==> src/rtl/pipe_scoreboard_if.sv <==
// pipe_scoreboard_if: issue/operand/stall bundle between the ID stage and the hazard scoreboard.
interface pipe_scoreboard_if #(
    parameter int DEPTH   = 3,
    parameter int NUM_SRC = 2,
    parameter int AW      = 5,
    parameter int SEL_W   = $clog2(DEPTH + 1)
);
    logic                     hold;
    logic                     flush;
    logic                     issue_valid;
    logic                     issue_we;
    logic [AW-1:0]            issue_dst;
    logic [SEL_W-1:0]         issue_lat;
    logic [NUM_SRC*AW-1:0]    src_addr;
    logic [NUM_SRC-1:0]       src_used;
    logic                     stall;
    logic [NUM_SRC*SEL_W-1:0] fwd_sel;
    logic [SEL_W-1:0]         inflight;

    modport master (
        output hold, flush, issue_valid, issue_we, issue_dst, issue_lat, src_addr, src_used,
        input  stall, fwd_sel, inflight
    );

    modport slave (
        input  hold, flush, issue_valid, issue_we, issue_dst, issue_lat, src_addr, src_used,
        output stall, fwd_sel, inflight
    );
endinterface

==> src/rtl/pipe_scoreboard.sv <==
// pipe_scoreboard: shadow pipeline of in-flight register writes driving operand forwarding and issue stall.
module pipe_scoreboard #(
    parameter int DEPTH   = 3,
    parameter int NUM_SRC = 2,
    parameter int AW      = 5,
    parameter int SEL_W   = $clog2(DEPTH + 1)
) (
    input logic              clk,
    input logic              rst,
    pipe_scoreboard_if.slave sb
);
    logic [DEPTH:1]   v, we, nv, nw;
    logic [AW-1:0]    dst [1:DEPTH];
    logic [AW-1:0]    nd  [1:DEPTH];
    logic [SEL_W-1:0] lat [1:DEPTH];
    logic [SEL_W-1:0] nl  [1:DEPTH];
    logic [SEL_W-1:0] sel [NUM_SRC];
    logic [NUM_SRC-1:0] haz;
    logic [SEL_W-1:0] cap_lat, cnt, inflight_q;

    assign cap_lat = sb.issue_lat == '0 ? SEL_W'(1) :
                     sb.issue_lat > SEL_W'(DEPTH) ? SEL_W'(DEPTH) : sb.issue_lat;

    // descending scan so the youngest (smallest k) match is the last one written
    always_comb begin
        haz = '0;
        for (int i = 0; i < NUM_SRC; i++) begin
            sel[i] = '0;
            for (int k = DEPTH; k >= 1; k--)
                if (sb.src_used[i] && v[k] && we[k] && sb.src_addr[i*AW +: AW] != '0 &&
                    dst[k] == sb.src_addr[i*AW +: AW]) begin
                    haz[i] = SEL_W'(k) < lat[k];
                    sel[i] = SEL_W'(k) < lat[k] ? '0 : SEL_W'(k);
                end
        end
    end

    for (genvar g = 0; g < NUM_SRC; g++) begin : g_fwd
        assign sb.fwd_sel[g*SEL_W +: SEL_W] = sel[g];
    end

    assign sb.stall    = sb.issue_valid && |haz;
    assign sb.inflight = inflight_q;

    always_comb begin
        nv = v;
        nw = we;
        nd = dst;
        nl = lat;
        if (sb.flush) begin
            nv = '0;
        end else if (!sb.hold) begin
            for (int k = DEPTH; k > 1; k--) begin
                nv[k] = v[k-1];
                nw[k] = we[k-1];
                nd[k] = dst[k-1];
                nl[k] = lat[k-1];
            end
            nv[1] = sb.issue_valid && !sb.stall;
            nw[1] = sb.issue_we;
            nd[1] = sb.issue_dst;
            nl[1] = cap_lat;
        end
        cnt = '0;
        for (int k = 1; k <= DEPTH; k++)
            cnt = cnt + SEL_W'(nv[k] & nw[k]);
    end

    always_ff @(posedge clk or posedge rst) begin
        if (rst) begin
            v          <= '0;
            we         <= '0;
            dst        <= '{default: '0};
            lat        <= '{default: '0};
            inflight_q <= '0;
        end else begin
            v          <= nv;
            we         <= nw;
            dst        <= nd;
            lat        <= nl;
            inflight_q <= cnt;
        end
    end
endmodule
==> src/flat_wrapper.sv <==
// flat-port wrapper written by rule: the top's interface ports become plain ports
module pipe_scoreboard_flat 
#(
    parameter int DEPTH   = 3,
    parameter int NUM_SRC = 2,
    parameter int AW      = 5,
    parameter int SEL_W   = $clog2(DEPTH + 1)
)
  (clk, rst, sb_hold, sb_flush, sb_issue_valid, sb_issue_we, sb_issue_dst, sb_issue_lat, sb_src_addr, sb_src_used, sb_stall, sb_fwd_sel, sb_inflight);
  pipe_scoreboard_if #(.DEPTH(DEPTH), .NUM_SRC(NUM_SRC), .AW(AW), .SEL_W(SEL_W)) sb_i ();
  input logic clk;
  input logic rst;
  input wire logic [$bits(sb_i.hold)-1:0] sb_hold;
  input wire logic [$bits(sb_i.flush)-1:0] sb_flush;
  input wire logic [$bits(sb_i.issue_valid)-1:0] sb_issue_valid;
  input wire logic [$bits(sb_i.issue_we)-1:0] sb_issue_we;
  input wire logic [$bits(sb_i.issue_dst)-1:0] sb_issue_dst;
  input wire logic [$bits(sb_i.issue_lat)-1:0] sb_issue_lat;
  input wire logic [$bits(sb_i.src_addr)-1:0] sb_src_addr;
  input wire logic [$bits(sb_i.src_used)-1:0] sb_src_used;
  output wire logic [$bits(sb_i.stall)-1:0] sb_stall;
  output wire logic [$bits(sb_i.fwd_sel)-1:0] sb_fwd_sel;
  output wire logic [$bits(sb_i.inflight)-1:0] sb_inflight;
  assign sb_i.hold = sb_hold;
  assign sb_i.flush = sb_flush;
  assign sb_i.issue_valid = sb_issue_valid;
  assign sb_i.issue_we = sb_issue_we;
  assign sb_i.issue_dst = sb_issue_dst;
  assign sb_i.issue_lat = sb_issue_lat;
  assign sb_i.src_addr = sb_src_addr;
  assign sb_i.src_used = sb_src_used;
  assign sb_stall = sb_i.stall;
  assign sb_fwd_sel = sb_i.fwd_sel;
  assign sb_inflight = sb_i.inflight;
  pipe_scoreboard #(.DEPTH(DEPTH), .NUM_SRC(NUM_SRC), .AW(AW), .SEL_W(SEL_W)) u_core (.clk(clk), .rst(rst), .sb(sb_i));
endmodule
==> config.mk <==
export PLATFORM = sky130hd
export DESIGN_NAME = pipe_scoreboard_flat
export DESIGN_NICKNAME = d
export VERILOG_FILES = /design/src/rtl/pipe_scoreboard_if.sv /design/src/rtl/pipe_scoreboard.sv /design/src/flat_wrapper.sv
export SDC_FILE = /design/constraint.sdc
export NUM_CORES = 1
export LEC_CHECK = 0
export BUFFER_PORTS_ARGS = -buffer_cell sky130_fd_sc_hd__buf_2
export CORE_AREA = 2 2 62 64
export DETAILED_ROUTE_END_ITERATION = 16
export DIE_AREA = 0 0 64 66
export MAX_ROUTING_LAYER = met4
export PLACE_DENSITY = 0.63
export SYNTH_ARGS = -nofsm -noshare
export SYNTH_HDL_FRONTEND = slang
export SYNTH_SLANG_ARGS = --single-unit
==> constraint.sdc <==
create_clock -name clk -period 3 [get_ports clk]
set_input_delay 0.3 -clock clk [delete_from_list [all_inputs] [get_ports clk]]
set_output_delay 0.3 -clock clk [all_outputs]
set_load 0.01 [all_outputs]
======== Yosys cells after proc, flatten, opt, wreduce, memory -nomap -nowiden ========
Index checks and enable logic that the tools add are counted.
word-level totals
  flip-flop bits (word level) ............. 29
  output and inout port bits .............. 7
cells by class
  add/sub/neg operators ................... 2
  magnitude comparators ................... 4
  equality and inequality tests ........... 6
  muxes and demuxes ....................... 21
  bitwise gates (word level) .............. 5
  reduce and logical (&&, ||, !) cells .... 32
operators by type and width
  cell                count
  $eq 5x5->1          6
  $logic_and 1x1->1   26
  $mux 2              10
  $mux 3              4
  $reduce_bool 5->1   2
  $mux 1              7
  $add 2x2->2         2
  $lt 2x2->1 const A  2
  $and 1x1->1         3
  $gt 2x2->1 const B  1
  $logic_not 2->1     1
  $lt 1x2->1 const A  1
  $not 1->1           2
  $reduce_and 2->1    1
  $reduce_or 2->1     1
  $logic_not 1->1     1

======== Depth between registers and ports, before layout ========
Gate-level depths: netlist of run 1.
  word-level depth ........................ 16
  depth in mapped cells ................... 7
  gate-level depth less buffers ........... 7

======== Least setup slack after synthesis of run 1 ========
Ideal clock, no wire load.
  kind .................................... reg2reg
  start ................................... reg u_core.dst[14] (netlist bit)
  end ..................................... reg u_core.inflight_q[0] (netlist: u_core.sb.inflight[0])
  setup time .............................. 0.136 ns
  arrival time ............................ 2.147 ns
  data required time ...................... 2.864 ns
  slack ................................... 0.718 ns
  cell stages (with the launch flop) ...... 8
  period minus slack after synthesis ...... 2.282 ns
  path through ............................ dfrtp_1 -> xnor2_1 -> nand2_1 -> or4_2 -> a22oi_1 -> o21ai_0 -> o2bb2ai_1 -> fa_1
between the ends
  longest elaborated chain between the ends .. 12
RTL lines
  element                     RTL line               source
  from (decl)                 pipe_scoreboard.sv:13  logic [AW-1:0] dst [1:DEPTH];
  from (signal assigned)      pipe_scoreboard.sv:79  dst <= nd;
  $eq 5x5->1                  pipe_scoreboard.sv:31  dst[k] == sb.src_addr[i*AW +: AW]) begin
  $logic_and 1x1->1           pipe_scoreboard.sv:30  if (sb.src_used[i] && v[k] && we[k] && sb.src_addr[i*AW +: AW] != '0 &&
  $mux 1                      pipe_scoreboard.sv:30
  $reduce_or 2->1 *           pipe_scoreboard.sv:42  assign sb.stall = sb.issue_valid && |haz;
  $logic_and 1x1->1 *         pipe_scoreboard.sv:42
  $logic_not 1->1 *           pipe_scoreboard.sv:59  nv[1] = sb.issue_valid && !sb.stall;
  $logic_and 1x1->1 *         pipe_scoreboard.sv:59
  $mux 3 *                    pipe_scoreboard.sv:52  end else if (!sb.hold) begin
  $mux 3 *                    pipe_scoreboard.sv:50  if (sb.flush) begin
  $and 1x1->1 *               pipe_scoreboard.sv:66  cnt = cnt + SEL_W'(nv[k] & nw[k]);
  $add 2x2->2 * (2 in a row)  pipe_scoreboard.sv:66
  via u_core.cnt[0]           pipe_scoreboard.sv:19  logic [SEL_W-1:0] cap_lat, cnt, inflight_q;
  to (signal assigned)        pipe_scoreboard.sv:81  inflight_q <= cnt;
  to (decl)                   pipe_scoreboard.sv:19
Mark *: on every way through the listed nets, which the timed path passes. The rest lies on a longest branch.
A chain may end at the register's enable or synchronous reset.

======== Final worst setup path of run 1 ========
  start ................................... reg u_core.dst[14] (netlist bit)
  end ..................................... out sb_stall
between the ends
  longest elaborated chain between the ends .. 5
RTL lines
  element              RTL line               source
  $eq 5x5->1           pipe_scoreboard.sv:31
  $logic_and 1x1->1    pipe_scoreboard.sv:30
  $mux 1               pipe_scoreboard.sv:30
  $reduce_or 2->1 *    pipe_scoreboard.sv:42
  $logic_and 1x1->1 *  pipe_scoreboard.sv:42
  to (decl)            flat_wrapper.sv:21     output wire logic [$bits(sb_i.stall)-1:0] sb_stall;
Mark *: on every way between the ends. The rest lies on a longest branch, timed or not.

==> summary.txt, run 1 <==
Global routing
  – Vias in the first global route: 1132
  – Initial antenna violation count: 0
  – First-pass GRT wire length: 5.30 mm
  – Largest net degree at the start of global routing: 28
  – GRT Total Usage: 16.9%
  – GRT overflow: 0

Worst setup path
  – WP data arrival: 2.40 ns
  – Worst setup SP type: flop
  – CP Capture Type: output port
  – Worst reg2reg startpoint: u_core.dst[14]
  – Reg-to-Reg End: u_core.sb.inflight[0]
  – Reg2Reg Setup Slack: 0.43 ns
  – Worst setup path end: sb_stall
  – Crit-path max FO: 4
  – Worst endpoint required time: 2.70 ns
  – CP startpoint: u_core.dst[14]
  – WS Path Type: reg2out
  – FF-to-FF path depth: 7

Route
  – Vias per cell: 5.19
  – DRT Pass-1 Iters: 4
  – Drt drc: 0
  – Average wire per standard cell: 14.4 um
  – Vias after detailed routing: 1121
  – DR iter-0 viols: 38
  – Detail Route Antenna Nets: 0
  – Total wire length: 3.12 mm

STA
  – Fin crit period: 2.70 ns
  – Worst Max-Slew Pin Slew: 1.01 ns
  – RSZ-0062 raised after global routing: false
  – Setup TNS: 0 ns
  – Max-Slew Margin vs Limit: 32.3%
  – Setup violations, final: 0
  – Slew Limit Fails: 0
  – Final hold vios: 0
  – Peak Freq: 370 MHz
  – Skew final: 0.0110 ns
  – Crit share post-route: 90.2%

Placement
  – Post-place instance area: 1730 um^2
  – Routability cong.: 0.908
  – DP HPWL: 2.52 mm
  – # port buffers: 31

Floorplanning
  – I/O Pins: 32
  – Initial core utilization: 42.8%
  – Cell Rows: 22
  – Die area: 4220 um^2
  – Core area: 3550 um^2
  – Die Y-Extent: 66 um
  – Die width: 64 um

Cells and area
  – Fillcell total: 345
  – Antenna Cells: 0
  – Share of layout cells above drive strength 1: 36.3%
  – # nets final: 195
  – Final instance area: 1760 um^2
  – Fin util: 49.7%
  – Synth-to-layout area growth: 16.1%

Power and ir drop
  – Internal: 633 uW
  – Net Switching: 293 uW
  – Static Leakage: 0.000737 uW
  – Sw Share: 31.7%
  – Power density cells: 525 nW/um^2
  – Combinational share of power: 26.6%
  – Worst IR Drop VDD: 245 uV
  – Power share of the clock group: 17.5%
  – Seq pwr share: 55.9%

Min path
  – Hold path startpoint: sb_issue_lat[1]
  – Hold Crit Class: in2reg

Clocking
  – Maximum clock path buffer count: 2
  – Hold bufs inserted after CTS: 0
  – CTS tree: yes
  – Clk sinks: 27
  – Clock slew at reported path FFs: 0.16 ns
  – CTS buffer count: 3
  – Setup bufs post-CTS: 0
  – Clock Latency Late Sink: 0.33 ns
  – Post-cts sizing count: 0
  – Htree depth: 1
  – Root Driver: clkbuf_4

Synthesis
  – YS warnings: 0
  – Register area share after synthesis: 44.5%
  – Synth top area share: 44.5%
  – Post-synth top area cell: dfrtp_1
  – Number of synthesized flops with an enable pin: 0
  – Top-count cell post-synth: xnor2_1
  – Primary FF master, synth: dfrtp_1
  – #FFs+latches synth: 27
  – Synth top cells by count: 28 x xnor2_1, 27 x dfrtp_1, 21 x mux2_2, 9 x nand2_1
  – Netlist cell types: 25
  – Cells after Synth: 134
  – Syn avg cell area: 11.3 um^2
  – Mapped Nets: 160
  – Mapped cell area: 1520 um^2
  – Ranking of synthesized cells by area: dfrtp_1 44%, xnor2_1 16%, mux2_2 16%, mux2i_1 2.6%, or4_1 2.5%
  – Post-synth ARST share: 100%

Run status
  – Status: complete, no violations

Run
  – MaxCap Viol Count: 0
## registers in the layout, indices dropped and copies added (netlist names)
| register | count |
|---|---|
| u_core.dst | 15 |
| u_core.v | 3 |
| u_core.we | 3 |
| u_core.sb.inflight | 2 |
| u_core.lat | 4 |
## worst min-delay path by stage
stage | to | slack [ns] | cells past startpoint
floorplan | u_core.dst[0] | 0.35 | 1
global placement | u_core.lat[2] | 0.49 | 1
detailed placement | u_core.lat[3] | 0.51 | 1
CTS | u_core.lat[4] | 0.14 | 2
global route | u_core.lat[4] | 0.12 | 2
finish | u_core.lat[4] | 0.14 | 2
## cell usage in the layout, fill, tap and decap left out, types with 4 or more instances in the layout
| master | count |
|---|---|
| or4_1 | 5 |
| mux2_2 | 21 |
| nor4_1 | 4 |
| dfrtp_1 | 27 |
| nor2_1 | 5 |
| nand3_1 | 4 |
| nand2_1 | 9 |
| buf_2 | 31 |
| mux2i_1 | 4 |
| nand4_1 | 4 |
| xnor2_1 | 28 |
## through the flow
step           hold slack [ns]  worst slack, ns  instances  power, uW
2_1_floorplan            0.353            0.718        134        693
3_3_place_gp             0.487            0.481        212        763
3_5_place_dp             0.508            0.461        212        774
4_1_cts                  0.136            0.275        216        935
5_1_grt                  0.119           0.0732        216        990
6_report                 0.145            0.295        216        927
## worst max-delay path, cell delays in order, from the launching register on
cell     delay, ns
dfrtp_1       0.47
xnor2_1       0.19
nand2_1       0.08
or4_2         0.68
a22oi_1       0.18
o21ai_0       0.16
and2_1        0.19
buf_2         0.13
## final cells by class
| type | count | area (um^2) | share of cell area [%] |
|---|---|---|---|
| well taps | 48 | 60.1 | 3.40 |
| clock inverters | 1 | 7.51 | 0.426 |
| repair buffers | 32 | 163 | 9.22 |
| multi-input cells | 103 | 828 | 47.0 |
| clock buffers | 3 | 22.5 | 1.28 |
| inverters | 2 | 7.51 | 0.426 |
| flip-flops and latches | 27 | 676 | 38.3 |
## power groups by stage
stage	Combinational, uW	Sequential, uW	Clock [uW]
global placement	244	519	0
global route	275	530	185
CTS	249	518	167
detailed placement	249	526	0
finish	246	518	162
floorplan	193	500	0
## cells by family after synthesis
group / after synthesis / synth area share, %
buffers and inverters: 4 / 0.989
AND/OR/NAND/NOR: 37 / 13.3
adder cells (fa/ha/maj): 1 / 1.32
multiplexers: 25 / 18.2
flip-flops: 27 / 44.5
XOR/XNOR: 30 / 17.3
AO/OA/AOI/OAI: 10 / 4.37
## layer usage
layer  vias up  track usage (%)  part of all wire, %
li1        543                -                    -
met1       553             21.0                   45
met2        23             28.1                   50
met3         2             3.07                  4.1
met4         0             5.16                 0.67
met5         -                -                    0
No activity file was read; power rests on OpenSTA's default activity.
==> run 2, diff against run 1 <==
Settings changed: RECOVER_POWER from default to 100.
==> run 2 against run 1 <==
Compared with the run above:
- global-route usage unchanged
- non-clock buffer count unchanged
- clock power about the same
- highest routed layer unchanged
- worst setup slack got worse by 0.013 ns
- clock-buffer cell count unchanged
- sequential share of layout area increased by 0.38 points
- critical path depth unchanged
- critical endpoint unchanged
==> summary.txt, run 2 (same netlist as run 1, synthesis figures left out) <==
Clocking
  – Hold bufs inserted after CTS: 0 (unchanged)
  – Clock Latency Late Sink: 0.33 ns (about the same)
  – CTS tree: yes (unchanged)
  – CTS buffer count: 3 (unchanged)
  – Htree depth: 1 (unchanged)
  – Post-cts sizing count: 0 (unchanged)
  – Clk sinks: 27 (unchanged)
  – Clock slew at reported path FFs: 0.16 ns (about the same)
  – Setup bufs post-CTS: 0 (unchanged)
  – Maximum clock path buffer count: 2 (unchanged)
  – Root Driver: clkbuf_4 (unchanged)

STA
  – Fin crit period: 2.72 ns (was 2.70 ns)
  – Crit share post-route: 90.6% (was 90.2%)
  – Slew Limit Fails: 0 (unchanged)
  – Hold WS: 0.144 ns (was 0.145 ns)
  – Setup TNS: 0 ns (unchanged)
  – RSZ-0062 raised after global routing: false (unchanged)
  – Skew final: 0.0108 ns (was 0.0110 ns)
  – Final hold vios: 0 (unchanged)
  – Max-Slew Margin vs Limit: 32.5% (was 32.3%)
  – Peak Freq: 368 MHz (was 370 MHz)
  – Setup violations, final: 0 (unchanged)
  – Worst Max-Slew Pin Slew: 1.01 ns (about the same)

Cells and area
  – Non-Filler Instances: 216 (unchanged)
  – Biggest regs: u_core.dst x15, u_core.lat x4 (unchanged)
  – Fillcell total: 354 (was 345)
  – Antenna Cells: 0 (unchanged)
  – Synth-to-layout area growth: 15.0% (was 16.1%)
  – Final instance area: 1750 um^2 (was 1760 um^2)
  – Share of layout cells above drive strength 1: 30.4% (was 36.3%)
  – Commonest non-fill, non-tap cell in the layout: xnor2_1 (was buf_2)
  – Most frequent cells in the layout: 28 x xnor2_1, 27 x dfrtp_1, 26 x buf_2, 19 x mux2_2, 9 x nand2_1 (was 31 x buf_2, 28 x xnor2_1, 27 x dfrtp_1, 21 x mux2_2, 9 x nand2_1)
  – Biggest register: u_core.dst (unchanged)
  – Max reg flops: 15 (unchanged)
  – # nets final: 195 (unchanged)

Worst setup path
  – WS Path Type: reg2out (unchanged)
  – WP data arrival: 2.42 ns (was 2.40 ns)
  – CP Capture Type: output port (unchanged)
  – FF-to-FF path depth: 7 (unchanged)
  – Worst endpoint required time: 2.70 ns (about the same)
  – Crit-path max FO: 4 (unchanged)
  – Worst setup SP type: flop (unchanged)

Floorplanning
  – Core area: 3550 um^2 (unchanged)
  – Die width: 64 um (unchanged)
  – Die area: 4220 um^2 (unchanged)
  – Die Y-Extent: 66 um (unchanged)
  – Initial core utilization: 42.8% (unchanged)
  – I/O Pins: 32 (unchanged)
  – Cell Rows: 22 (unchanged)

Global routing
  – Vias in the first global route: 1132 (unchanged)
  – GRT overflow: 0 (unchanged)
  – Largest net degree at the start of global routing: 28 (unchanged)
  – First-pass GRT wire length: 5.30 mm (unchanged)
  – GRT Total Usage: 16.9% (unchanged)
  – Initial antenna violation count: 0 (unchanged)

Power and ir drop
  – Static Leakage: 0.000710 uW (was 0.000737 uW)
  – Post-layout power: 923 uW (was 927 uW)
  – Power density cells: 528 nW/um^2 (was 525 nW/um^2)
  – Worst IR Drop VDD: 246 uV (was 245 uV)

Min path
  – Hold Crit Class: in2reg (unchanged)
  – Hold path cells: 2 (unchanged)

Route
  – Vias per cell: 5.17 (was 5.19)
  – DRT Pass-1 Iters: 3 (was 4)
  – Average wire per standard cell: 14.4 um (about the same)
  – Vias after detailed routing: 1117 (was 1121)
  – Drt drc: 0 (unchanged)
  – Total wire length: 3.11 mm (was 3.12 mm)
  – Detail Route Antenna Nets: 0 (unchanged)
  – DR iter-0 viols: 42 (was 38)

Run
  – MaxCap Viol Count: 0 (unchanged)

Run status
  – Status: complete, no violations (unchanged)

Placement
  – # port buffers: 31 (unchanged)
  – DP Cell Count: 212 (unchanged)
  – DP HPWL: 2.52 mm (unchanged)
  – Routability cong.: 0.908 (unchanged)
  – Post-place instance area: 1730 um^2 (unchanged)
## run 2: changes by cell type in the layout (fill, tap and decap cells not counted), sizes merged
cell	delta
clkbuf	+6
buf	-6
## run 2: worst paths after layout
path	start	endpoint	slack, ns
setup / recovery	u_core.dst[14]	sb_stall	0.28
hold / removal	sb_issue_lat[1]	u_core.lat[4]	0.14
max in group asynchronous	rst	u_core.lat[5]	2.20
min in group asynchronous	rst	u_core.dst[8]	0.18
setup reg to reg	u_core.dst[14]	u_core.sb.inflight[0]	0.42
hold reg to reg	u_core.lat[3]	u_core.lat[3]	0.53
## run 2: metal layers
metal  vias to the layer above  global-route usage, %  wire length, um
li1                        541                      -                -
met1                       560                   21.0             1430
met2                        14                   28.1             1560
met3                         2                   3.07               96
met4                         0                   5.16               21
met5                         -                      -                0
## run 2: worst max-delay path, cell delays in order (launching register included)
cell and delay, ns:
dfrtp_1 0.48, xnor2_1 0.19, nand2_1 0.08, or4_2 0.68, a22oi_1 0.18, o21ai_0 0.16
and2_0 0.18, buf_2 0.13
## run 2: area by class of cell
type / instances / area, um^2 / area share, %
Clock inverter: 1 / 7.51 / 0.430
Inverter: 2 / 7.51 / 0.430
Clock buffer: 3 / 22.5 / 1.29
Sequential cell: 27 / 676 / 38.7
Multi-Input combinational cell: 103 / 821 / 47.0
Timing Repair Buffer: 32 / 153 / 8.74
Tap cell: 48 / 60.1 / 3.44
## run 2: where the power goes
group	internal (uW)	total [uW]	leakage, uW	switching [uW]
Combinational	145	242	0.000371	96.6
Sequential	434	517	0.000325	83.7
Clock	50.9	163	0.0000139	112
## run 2: through the flow
stage	utilization (%)	setup slack (ns)
floorplan	-	0.718
global placement	48.8	0.481
finish	49.2	0.283
CTS	49.7	0.275
detailed placement	48.8	0.461
global route	49.2	0.0555
==> run 3, diff against run 2 <==
Settings changed: BUFFER_PORTS_ARGS -buffer_cell sky130_fd_sc_hd__buf_2 to -buffer_cell sky130_fd_sc_hd__buf_4, CAP_MARGIN from default to 25.
==> run 3 against run 2 <==
Compared with the run above:
- first-iteration DRC count down 24%
- routed wire length rose by 0.77%
- register-to-register slack improved by 0.02 ns
- cell area rose by 4.3%
- critical path depth stayed put
- sequential share of layout area fell by 1.6 points
- critical endpoint unchanged
- largest power group unchanged
==> summary.txt, run 3 (same netlist as run 1, synthesis figures left out) <==
Power and ir drop
  – Seq pwr share: 55.9% (was 56.1%)
  – Power share of the clock group: 16.6% (was 17.7%)
  – Sw Share: 30.7% (was 31.7%)
  – Combinational share of power: 27.6% (was 26.2%)
  – Net Switching: 284 uW (was 293 uW)
  – Power density cells: 508 nW/um^2 (was 528 nW/um^2)
  – Static Leakage: 0.000736 uW (was 0.000710 uW)
  – Internal: 641 uW (was 630 uW)
  – Worst IR Drop VDD: 258 uV (was 246 uV)

Cells and area
  – Biggest register: u_core.dst (unchanged)
  – Most frequent cells in the layout: 28 x xnor2_1, 27 x dfrtp_1, 25 x buf_4, 18 x mux2_2, 9 x nand2_1 (was 28 x xnor2_1, 27 x dfrtp_1, 26 x buf_2, 19 x mux2_2, 9 x nand2_1)
  – Share of layout cells above drive strength 1: 28.8% (was 30.4%)
  – Max reg flops: 15 (unchanged)
  – # nets final: 197 (was 195)
  – Synth-to-layout area growth: 19.9% (was 15.0%)
  – Biggest regs: u_core.dst x15, u_core.lat x4 (unchanged)
  – Commonest non-fill, non-tap cell in the layout: xnor2_1 (unchanged)
  – Antenna Cells: 0 (unchanged)

Worst setup path
  – CP Capture Type: output port (unchanged)
  – Worst endpoint required time: 2.70 ns (about the same)
  – Worst setup SP type: flop (unchanged)
  – Crit-path max FO: 4 (unchanged)
  – WS Path Type: reg2out (unchanged)
  – WP data arrival: 2.40 ns (was 2.42 ns)

STA
  – Crit share post-route: 89.9% (was 90.6%)
  – Setup violations, final: 0 (unchanged)
  – Worst Max-Slew Pin Slew: 1.27 ns (was 1.01 ns)
  – Skew final: 0.00168 ns (was 0.0108 ns)
  – RSZ-0062 raised after global routing: false (unchanged)
  – Max-Slew Margin vs Limit: 15.5% (was 32.5%)
  – Peak Freq: 371 MHz (was 368 MHz)
  – Fin crit period: 2.70 ns (was 2.72 ns)
  – Hold WS: 0.160 ns (was 0.144 ns)
  – Setup TNS: 0 ns (unchanged)
  – Slew Limit Fails: 0 (unchanged)
  – Final hold vios: 0 (unchanged)

Placement
  – DP HPWL: 2.51 mm (was 2.52 mm)
  – # port buffers: 31 (unchanged)
  – Routability cong.: 0.831 (was 0.908)

Route
  – DR iter-0 viols: 32 (was 42)
  – DRT Pass-1 Iters: 4 (was 3)
  – M1 WL: 1.42 mm (was 1.43 mm)
  – Detail Route Antenna Nets: 0 (unchanged)
  – Vias after detailed routing: 1128 (was 1117)
  – Total wire length: 3.13 mm (was 3.11 mm)
  – Met3 routed WL: 128 um (was 96 um)
  – Vias per cell: 5.17 (about the same)
  – Met2 wire len: 1.52 mm (was 1.56 mm)
  – Top layer reached by signal wires: met4 (unchanged)
  – Average wire per standard cell: 14.4 um (about the same)
  – Drt drc: 0 (unchanged)

Global routing
  – Largest net degree at the start of global routing: 28 (unchanged)
  – Vias in the first global route: 1104 (was 1132)
  – Initial antenna violation count: 0 (unchanged)
  – GRT Total Usage: 16.0% (was 16.9%)
  – First-pass GRT wire length: 5.09 mm (was 5.30 mm)
  – GRT overflow: 0 (unchanged)

Floorplanning
  – Cell Rows: 22 (unchanged)
  – Core area: 3550 um^2 (unchanged)
  – I/O Pins: 32 (unchanged)
  – Die Y-Extent: 66 um (unchanged)
  – Die width: 64 um (unchanged)
  – Die area: 4220 um^2 (unchanged)
  – Initial core utilization: 42.8% (unchanged)

Clocking
  – Hold bufs inserted after CTS: 0 (unchanged)
  – Setup bufs post-CTS: 0 (unchanged)
  – Htree depth: 1 (unchanged)
  – CTS buffer count: 3 (unchanged)
  – CTS tree: yes (unchanged)
  – Clk sinks: 27 (unchanged)
  – Maximum clock path buffer count: 2 (unchanged)
  – Post-cts sizing count: 0 (unchanged)
  – Root Driver: clkbuf_4 (unchanged)
  – Clock slew at reported path FFs: 0.14 ns (was 0.16 ns)
  – Clock Latency Late Sink: 0.32 ns (was 0.33 ns)

Min path
  – Hold Crit Class: in2reg (unchanged)

Run status
  – Status: complete, no violations (unchanged)

Run
  – MaxCap Viol Count: 0 (unchanged)
-- run 3: cell count changes in the layout (fill, tap and decap cells not counted), sizes merged --
| cell | change |
|---|---|
| clkbuf | +3 |
| buf | -1 |
| clkinvlp | -1 |
| dlygate4sd3 | +1 |
-- run 3: layout make-up --
cell class                 count  area [um^2]
multi-input combinational    103          821
fill                         332         1730
tap                           48         60.1
clock buffer                   4         26.3
timing repair buffer          34          231
sequential                    27          676
inverter                       2         7.51
-- run 3: final timing paths --
check / startpoint / end / slack [ns] / cells after the start
min: sb_issue_lat[1] / u_core.lat[4] / 0.16 / 2
max in group asynchronous: rst / u_core.dst[4] / 1.22 / 4
min in group asynchronous: rst / u_core.v[2] / 0.39 / 3
max reg2reg: u_core.dst[14] / u_core.sb.inflight[0] / 0.44 / 7
min reg2reg: u_core.lat[3] / u_core.lat[3] / 0.52 / 1
max: u_core.dst[14] / sb_stall / 0.30 / 7
-- run 3: routing by layer --
metal,vias up,GRT usage [%]
li1,546,-
met5,-,-
met2,30,25.0
met3,8,2.73
met1,544,20.6
met4,0,6.52
-- run 3: power by group through the flow --
| stage | combinational, uW | clock, uW | sequential (uW) |
|---|---|---|---|
| floorplan | 193 | 0 | 500 |
| global placement | 256 | 0 | 519 |
| detailed placement | 260 | 0 | 525 |
| CTS | 262 | 160 | 517 |
| global route | 277 | 179 | 529 |
| finish | 255 | 153 | 517 |
-- run 3: critical path, stage by stage, from the launching register on --
cell     delay, ns
dfrtp_1       0.46
xnor2_1       0.17
nand2_1       0.08
or4_2         0.68
a22oi_1       0.19
o21ai_0       0.16
and2_0        0.19
buf_4         0.14
-- run 3: metrics by stage --
stage          instances  utilization [%]  setup WS [ns]  instance area (um^2)  power, uW
3_3_place_gp         212             51.0          0.487                  1810        775
2_1_floorplan        134                -          0.718                  1520        693
6_report             218             51.3          0.302                  1820        925
5_1_grt              218             51.3          0.151                  1820        985
4_1_cts              216             51.8          0.312                  1840        939
3_5_place_dp         212             51.0          0.479                  1810        785
